**config.mk**
```make
export PLATFORM = sky130hd
export DESIGN_NAME = uart_tx_arbiter
export DESIGN_NICKNAME = d
export VERILOG_FILES = /design/src/rtl/uart_tx_arbiter.sv
export SDC_FILE = /design/constraint.sdc
export NUM_CORES = 1
export LEC_CHECK = 0
export ABC_AREA = 0
export BUFFER_PORTS_ARGS = -buffer_cell sky130_fd_sc_hd__buf_2
export CELL_PAD_IN_SITES_DETAIL_PLACEMENT = 0
export CELL_PAD_IN_SITES_GLOBAL_PLACEMENT = 1
export CORE_MARGIN = 4
export CORE_UTILIZATION = 35
export CTS_CLUSTER_DIAMETER = 150
export DETAILED_ROUTE_END_ITERATION = 10
export PLACE_DENSITY_LB_ADDON = 0.05
export SLEW_MARGIN = 20
export SYNTH_ARGS = -nofsm -noshare
export SYNTH_HDL_FRONTEND = slang
export SYNTH_SLANG_ARGS = --single-unit
```
**constraint.sdc**
```tcl
create_clock -name clk -period 3.45 [get_ports clk]
set_input_delay 0.1725 -clock clk [delete_from_list [all_inputs] [get_ports clk]]
set_output_delay 0.1725 -clock clk [all_outputs]
set_load 0.05 [all_outputs]
```
**src/rtl/uart_tx_arbiter.sv**
```systemverilog
// Round-robin arbiter sharing one UART transmitter between several byte sources.
// A grant stays locked to its owner until that owner's packet-end byte has been shifted out.
module uart_tx_arbiter #(
  parameter int N_REQ   = 4,
  parameter int DATA_W  = 8,
  parameter int OWNER_W = 2,
  parameter int TIMEOUT = 16
) (
  input  logic                      clk,
  input  logic                      rst,
  input  logic [N_REQ-1:0]          req,
  input  logic [N_REQ-1:0]          last,
  input  logic [N_REQ*DATA_W-1:0]   data,
  output logic [N_REQ-1:0]          ack,
  output logic                      tx_send,
  output logic [DATA_W-1:0]         tx_data,
  input  logic                      tx_ready,
  output logic [OWNER_W-1:0]        owner,
  output logic                      locked,
  output logic                      busy,
  output logic                      err_timeout
);

  localparam int CNT_W = $clog2(TIMEOUT + 1);

  typedef enum logic [1:0] {IDLE, WAIT_LOW, WAIT_HIGH} state_t;

  state_t             state;
  logic [OWNER_W-1:0] ptr;
  logic [CNT_W-1:0]   cnt;
  logic               pkt_last;
  logic               win_vld;
  logic [OWNER_W-1:0] win;
  logic [OWNER_W-1:0] cand;
  logic               done;
  logic [DATA_W-1:0]  bytes [N_REQ];

  function automatic logic [OWNER_W-1:0] next_idx(input logic [OWNER_W-1:0] idx);
    if (int'(idx) == N_REQ - 1) return '0;
    else                        return idx + 1'b1;
  endfunction

  for (genvar i = 0; i < N_REQ; i++) begin : g_bytes
    assign bytes[i] = data[i*DATA_W +: DATA_W];
  end

  // A locked owner is the only candidate; otherwise scan from the RR pointer.
  always_comb begin
    win_vld = 1'b0;
    win     = owner;
    cand    = ptr;
    if (locked) begin
      win_vld = req[owner];
    end else begin
      for (int k = 0; k < N_REQ; k++) begin
        if (!win_vld && req[cand]) begin
          win_vld = 1'b1;
          win     = cand;
        end
        cand = next_idx(cand);
      end
    end
  end

  assign done = tx_ready &&
                ((state == WAIT_HIGH) ||
                 (state == WAIT_LOW && cnt == CNT_W'(TIMEOUT - 1)));

  always_ff @(posedge clk) begin
    if (rst) begin
      state       <= IDLE;
      ack         <= '0;
      tx_send     <= 1'b0;
      tx_data     <= '0;
      owner       <= '0;
      locked      <= 1'b0;
      busy        <= 1'b0;
      err_timeout <= 1'b0;
      ptr         <= '0;
      cnt         <= '0;
      pkt_last    <= 1'b0;
    end else begin
      ack     <= '0;
      tx_send <= 1'b0;
      case (state)
        IDLE: begin
          if (tx_ready && win_vld) begin
            ack      <= {{(N_REQ-1){1'b0}}, 1'b1} << win;
            tx_send  <= 1'b1;
            tx_data  <= bytes[win];
            owner    <= win;
            pkt_last <= last[win];
            locked   <= 1'b1;
            busy     <= 1'b1;
            cnt      <= '0;
            state    <= WAIT_LOW;
          end
        end
        WAIT_LOW: begin
          if (!tx_ready) begin
            state <= WAIT_HIGH;
            cnt   <= '0;
          end else if (cnt == CNT_W'(TIMEOUT - 1)) begin
            // Transmitter never acknowledged the strobe; flag it and move on.
            err_timeout <= 1'b1;
          end else begin
            cnt <= cnt + 1'b1;
          end
        end
        WAIT_HIGH: ;
        default: state <= IDLE;
      endcase
      if (done) begin
        state <= IDLE;
        busy  <= 1'b0;
        if (pkt_last) begin
          locked <= 1'b0;
          ptr    <= next_idx(owner);
        end
      end
    end
  end

endmodule

```
==> summary.md, run 1 <==
| Metric | Value |
|---|---|
| Final Wtd Congestion | `0.8374` |
| Vias per cell | `roughly 5.3` |
| HPWL after detailed placement | `3.817 mm` |
| Die area | `6859 um^2` |
| Crit path max fanout | `7` |
| CP required | `3.66 ns` |
| DRT Pass-1 Iters | `4` |
| Antenna violations before repair | `0` |
| Synth Instances | `roughly 220` |
| Cts hold-fix bufs | `0` |
| Vias in the first global route | `1,859` |
| Top post-synthesis cells by area | `dfxtp_1 29%, mux2i_1 8.7%, mux2_2 4.0%` |
| Multi-input logic area | `about 1200 um^2` |
| Worst Setup Path Type | `reg2reg` |
| Area fraction of the dominant cell type after synthesis | `28.61%` |
| Num ports | `61` |
| Most common cell in the synthesized netlist | `dfxtp_1` |
| Internal cell power | `615.7 uW` |
| Worst clock skew | `0.01061 ns` |
| Initial Util | `37.18%` |
| Yosys warns | `0` |
| Clk sink count | `28` |
| Period utilization | `between 80% and 90%` |
| TNS Setup | `0 ns` |
| Reg power frac | `39.3%` |
| Clock slew seen by the registers of the worst setup and hold paths | `0.11 ns` |
| CTS max path bufs | `2` |
| GRT Util Overall | `14.89%` |
| Clock share of power | `about 28%` |
| Final hold vios | `0` |
| CTS tree | `done` |
| RSZ-0062 raised after global routing | `no` |
| Final max-slew violation count | `0` |
| Worst min path class | `in2reg` |
| Synth Register Bits | `28` |
| Leak | `0.001059 uW` |
| Post-synth EDFFs | `0` |
| Die X | `82.82 um` |
| Port bufs | `60` |
| Top post-synthesis cells by count | `28 x dfxtp_1, 19 x nand2_1, 18 x nor2_1, 17 x mux2i_1, 10 x nand3_1` |
| Largest area contributor in the netlist | `dfxtp_1` |
| Clock Latency Late Sink | `0.28 ns` |
| 1st-iter DRT viols | `slightly above 90` |
| Routed Antenna Nets | `0` |
| Max Cap Viol | `0` |
| Minimum clock period | `2.995 ns` |
| Post-synth ARST share | `0%` |
| Top FF cell, synth | `dfxtp_1` |
| Cell variety after synth | `58` |
| Inst Count DP | `342` |
| Worst Path Arrival | `3.21 ns` |
| Routed via count | `1,831` |
| Grt ovf | `0` |
| Status | `complete, no violations` |
| Final net count | `324` |
| Final setup fails | `0` |
| Wire length per cell | `14.87 um` |
| First-pass GRT wire length | `8.790 mm` |
| CTS Root Cell | `clkbuf_8` |
| Postcts setup bufs | `0` |
| Antenna cells | `0` |
| Area Overhead vs Synth | `21.14%` |
| Startpoint types | `flop` |
| Register Area | `~560 um^2` |
| Cts repair resizes | `0` |
| Synthesized area | `1959 um^2` |
| Rel. slew slack | `a little under half` |
| Sw frac | `roughly a third` |
| DR DRC count | `0` |
| H-tree levels | `1` |
| VDD IR-drop max | `253.8 uV` |
| Cts bufs inserted | `3` |
| Syn avg cell area | `approximately 9 um^2` |
| Critical Path End Type | `flop` |
| Worst-Margin Slew | `between 0.7 and 0.8 ns` |
| Seq/Total Area, Yosys | `28.61%` |
| Layout cell share with drive strength beyond 1 | `about 33%` |
| Max Freq | `333.9 MHz` |
| Post-route cell area | `2374 um^2` |
| Routed WL | `5.144 mm` |
| Syn_nets | `265` |
| Sw power | `324.9 uW` |
| Largest net degree at the start of global routing | `18` |
| Power per cell area | `396.3 nW/um^2` |
| Number of cell rows | `26` |
| Combinational share of power | `32.3%` |
| Layout Cells excl Fill | `346` |
| Core area | `approximately 5300 um^2` |
| Dpl cell area | `between 2000 and 2500 um^2` |
| Die Y-Extent | `a little over 80 um` |
| Filler instances | `approximately 540` |
## path summary, 6_finish.rpt
path	from	to	slack, ns	cells past startpoint
hold / removal	data[13]	tx_data[5]	0.15	3
hold reg to reg	busy	busy	0.46	2
setup / recovery	ptr[0]	tx_data[3]	0.46	9
setup reg to reg	ptr[0]	tx_data[3]	0.46	9
## logic make-up (layout without fill, tap and decap cells)
kind of cell / after synthesis / after routing / share of synthesized area (%)
simple gates: 71 / 71 / 18.07
flops: 28 / 28 / 28.61
buf+inv: 25 / 83 / 7.854
compound gates: 57 / 57 / 23.24
xor+xnor: 4 / 4 / 1.788
fa+ha+maj: 4 / 4 / 2.554
mux: 29 / 29 / 17.88
## flip-flops by register name (all words and copies together), names as in the netlist
register,cells
busy,1
ack,4
ptr,2
state,2
err_timeout,1
tx_data,8
owner,2
pkt_last,1
cnt,5
tx_send,1
locked,1
## placed cells by master (no fill, tap or decap), types with 4 or more instances in the layout
master,instances
buf_4,10
nand2_1,19
o211ai_1,7
mux2_2,7
mux2i_1,17
dfxtp_1,28
or3_1,4
a32oi_1,6
ha_1,4
buf_2,60
a21o_1,7
nand2b_1,4
a211oi_1,4
a21oi_1,6
nor2_1,18
nand3_1,10
inv_1,7
## routing by layer
| metal | share of wire, % | GRT usage (%) | up-vias |
|---|---|---|---|
| met5 | 0 | 0 | - |
| met4 | 0.84 | 3.269 | 0 |
| met3 | 6.1 | 3.168 | 6 |
| met2 | 45 | 24.20 | 57 |
| met1 | 48 | 20.27 | 839 |
| li1 | - | - | 929 |
## power by group through the flow
stage / sequential (uW) / combinational [uW] / clock (uW)
finish: 369 / 304 / 267
global route: 373 / 332 / 285
CTS: 369 / 308 / 270
detailed placement: 376 / 307 / 0
global placement: 377 / 307 / 0
floorplan: 447 / 155 / 0
## worst max-delay path, cell delays in order (launching register included)
cell,delay (ns)
dfxtp_1,0.39
ha_1,0.31
xor2_1,0.29
o31ai_1,0.15
a211o_1,0.30
a222oi_1,0.32
a211oi_1,0.20
nor3_1,0.64
a32oi_1,0.21
o211ai_1,0.12
## final cells by class
class	count	area share [%]
Timing Repair Buffer	70	15.81
Inverter	9	1.423
Tap cell	70	3.690
Multi-Input combinational cell	165	52.45
Clock inverter	1	1.265
Sequential cell	28	23.62
Clock buffer	3	1.740
## per-stage QoR
stage / power (uW) / util (%) / hold WS, ns / worst slack (ns)
2_1_floorplan: 602.8 / - / 0.2641 / 0.8074
3_3_place_gp: 683.6 / 43.68 / 0.4440 / 0.5488
3_5_place_dp: 683.2 / 43.68 / 0.4460 / 0.5002
4_1_cts: 947.9 / 45.04 / 0.1511 / 0.4615
5_1_grt: 990.1 / 45.04 / 0.1549 / 0.1011
6_report: 940.6 / 45.04 / 0.1510 / 0.4554
Power figures use the tool's default switching activity.
==> inputs of run 2 (changes only) <==
--- a/config.mk
+++ b/config.mk
@@ -14,6 +14,7 @@
 export CTS_CLUSTER_DIAMETER = 150
 export DETAILED_ROUTE_END_ITERATION = 10
 export PLACE_DENSITY_LB_ADDON = 0.05
+export RECOVER_POWER = 100
 export SLEW_MARGIN = 20
 export SYNTH_ARGS = -nofsm -noshare
 export SYNTH_HDL_FRONTEND = slang
==> constraint.sdc (replaced) <==
create_clock -name clk -period 3.45 [get_ports clk]
set_input_delay 0.1725 -clock clk [delete_from_list [all_inputs] [get_ports clk]]
set_output_delay 0.1725 -clock clk [all_outputs]
set_load 0.01 [all_outputs]
==> run 2 against run 1 <==
Sequential share of layout area up 0.38 points. Routed wire length up 0.23%. Register-to-register slack about the same. Combinational power down 24%. Fmax about the same. Worst hold slack worse by 0.0030 ns. Critical path type unchanged. Critical endpoint unchanged.
==> summary.md, run 2 (same netlist as run 1, synthesis figures left out) <==
| Metric | Value |
|---|---|
| Power per cell area | `around 370 nW/um^2` |
| Critical Path End Type | `flop` |
| DR DRC count | `0` |
| Hold_ws | `between 0.1 and 0.15 ns` |
| Die area | `roughly 6900 um^2` |
| Startpoint types | `flop` |
| Most flop-heavy register | `tx_data` |
| Antenna cells | `0` |
| Minimum clock period | `around 3 ns` |
| Max Cap Viol | `0` |
| Post-Place Worst Slack | `0.5002 ns` |
| Vias per cell | `about 5.3` |
| CTS Root Cell | `clkbuf_8` |
| Leak | `0.0009808 uW` |
| Worst clock skew | `0.01399 ns` |
| DRT Pass-1 Iters | `4` |
| Rel. slew slack | `46.79%` |
| Clock slew seen by the registers of the worst setup and hold paths | `0.11 ns` |
| Cts bufs inserted | `3` |
| Port bufs | `60` |
| Routed via count | `1,832` |
| Grt ovf | `0` |
| Die Y-Extent | `around 83 um` |
| Cts hold-fix bufs | `0` |
| Final max-slew violation count | `0` |
| Max reg flops | `8` |
| Crit path max fanout | `7` |
| Area Overhead vs Synth | `19.22%` |
| Final hold vios | `0` |
| Commonest non-fill, non-tap cells in the layout | `44 x buf_2, 28 x dfxtp_1, 19 x nand2_1, 19 x clkbuf_1, 18 x nor2_1` |
| Critical path's slowest cell | `nor3_1` |
| PnR worst setup slack | `between 0.4 and 0.5 ns` |
| First-pass GRT wire length | `8.790 mm` |
| Final setup fails | `0` |
| VDD IR-drop max | `218.7 uV` |
| TNS Setup | `0 ns` |
| Commonest non-fill, non-tap cell in the layout | `buf_2` |
| Worst stage delay on the critical path | `approximately 0.7 ns` |
| Cell Chain, Critical Path | `ha_1, xor2_1, a22o_1, o221ai_1, o31ai_1, nand2b_1, nor3_1, a32oi_1, o211ai_1` |
| Wire length per cell | `approximately 15 um` |
| Routed Antenna Nets | `0` |
| Num ports | `slightly above 60` |
| Worst-Margin Slew | `0.7920 ns` |
| HPWL after detailed placement | `3.817 mm` |
| Final net count | `324` |
| Clock Latency Late Sink | `around 0.29 ns` |
| Layout cell share with drive strength beyond 1 | `25.72%` |
| Routed WL | `5.156 mm` |
| Cts repair resizes | `0` |
| Core area | `around 5300 um^2` |
| GRT Util Overall | `14.89%` |
| Vias in the first global route | `1,859` |
| Period utilization | `86.77%` |
| H-tree levels | `1` |
| Worst Setup Path Type | `reg2reg` |
| Biggest regs | `tx_data (8), cnt (5), ack (4)` |
| Filler instances | `547` |
| CTS max path bufs | `2` |
| Worst min path class | `in2reg` |
| CP required | `3.66 ns` |
| Worst Path Arrival | `3.21 ns` |
| Die X | `82.82 um` |
| RSZ-0062 raised after global routing | `no` |
| Status | `complete, no violations` |
| Clk sink count | `28` |
| Number of cell rows | `26` |
| Antenna violations before repair | `0` |
| Pwr Total | `869.0 uW` |
| Max Freq | `334.0 MHz` |
| Largest net degree at the start of global routing | `18` |
| 1st-iter DRT viols | `77` |
| Final Wtd Congestion | `around 0.84` |
| Initial Util | `a little under two fifths` |
| Postcts setup bufs | `0` |
| CTS tree | `done` |
## run 2: changes by cell type in the layout (fill, tap and decap cells not counted), sizes merged
cell / previous run / this run
buf: 70 / 51
clkbuf: 3 / 22
## run 2: through the flow
step	cell area, um^2	std cells	utilization [%]
after floorplan	1959	218	-
after global placement	2302	342	43.68
after detailed placement	2302	342	43.68
after CTS	2374	346	45.04
after global routing	2336	346	44.33
final	2336	346	44.33
## run 2: final timing paths
kind              startpoint         end  slack (ns)  depth (start not counted)
setup / recovery      ptr[0]  tx_data[3]        0.46                          9
hold / removal      data[13]  tx_data[5]        0.15                          3
setup reg to reg      ptr[0]  tx_data[3]        0.46                          9
hold reg to reg         busy        busy        0.46                          2
## run 2: worst max-delay path, delay by kind of cell (launching register included)
kind                       cells  cell delay, ns
and+or+nand+nor                2            0.95
xor gates and xnor gates       1            0.20
adders and majority gates      1            0.32
DFF                            1            0.35
AOI/OAI and AO/OA              5            1.11
## run 2: layout make-up
| cell class | instances | area [um^2] | share of cell area, % |
|---|---|---|---|
| inverter | 9 | 33.78 | 1.446 |
| sequential | 28 | 560.5 | 24.00 |
| tap | 70 | 87.58 | 3.749 |
| clock buffer | 3 | 41.29 | 1.768 |
| clock inverter | 1 | 30.03 | 1.285 |
| timing repair buffer | 70 | 344.1 | 14.73 |
| multi-input combinational | 165 | 1239 | 53.03 |
## run 2: power by group
group | switching [uW] | total [uW] | internal [uW] | leakage [uW]
logic | 131 | 231 | 100 | 0.000717
clock network | 112 | 268 | 156 | 0.0000357
registers | 18.6 | 370 | 351 | 0.000229
total | 262 | 869 | 607 | 0.000981
## run 2: metal layers
layer  routed length, um  part of all wire, %  up-vias  GRT usage, %
li1                    -                    -      936             -
met2                2332                   45       53         24.20
met5                   0                    0        -             0
met3                 265                  5.1        6         3.168
met4                  44                 0.85        0         3.269
met1                2513                   49      837         20.27
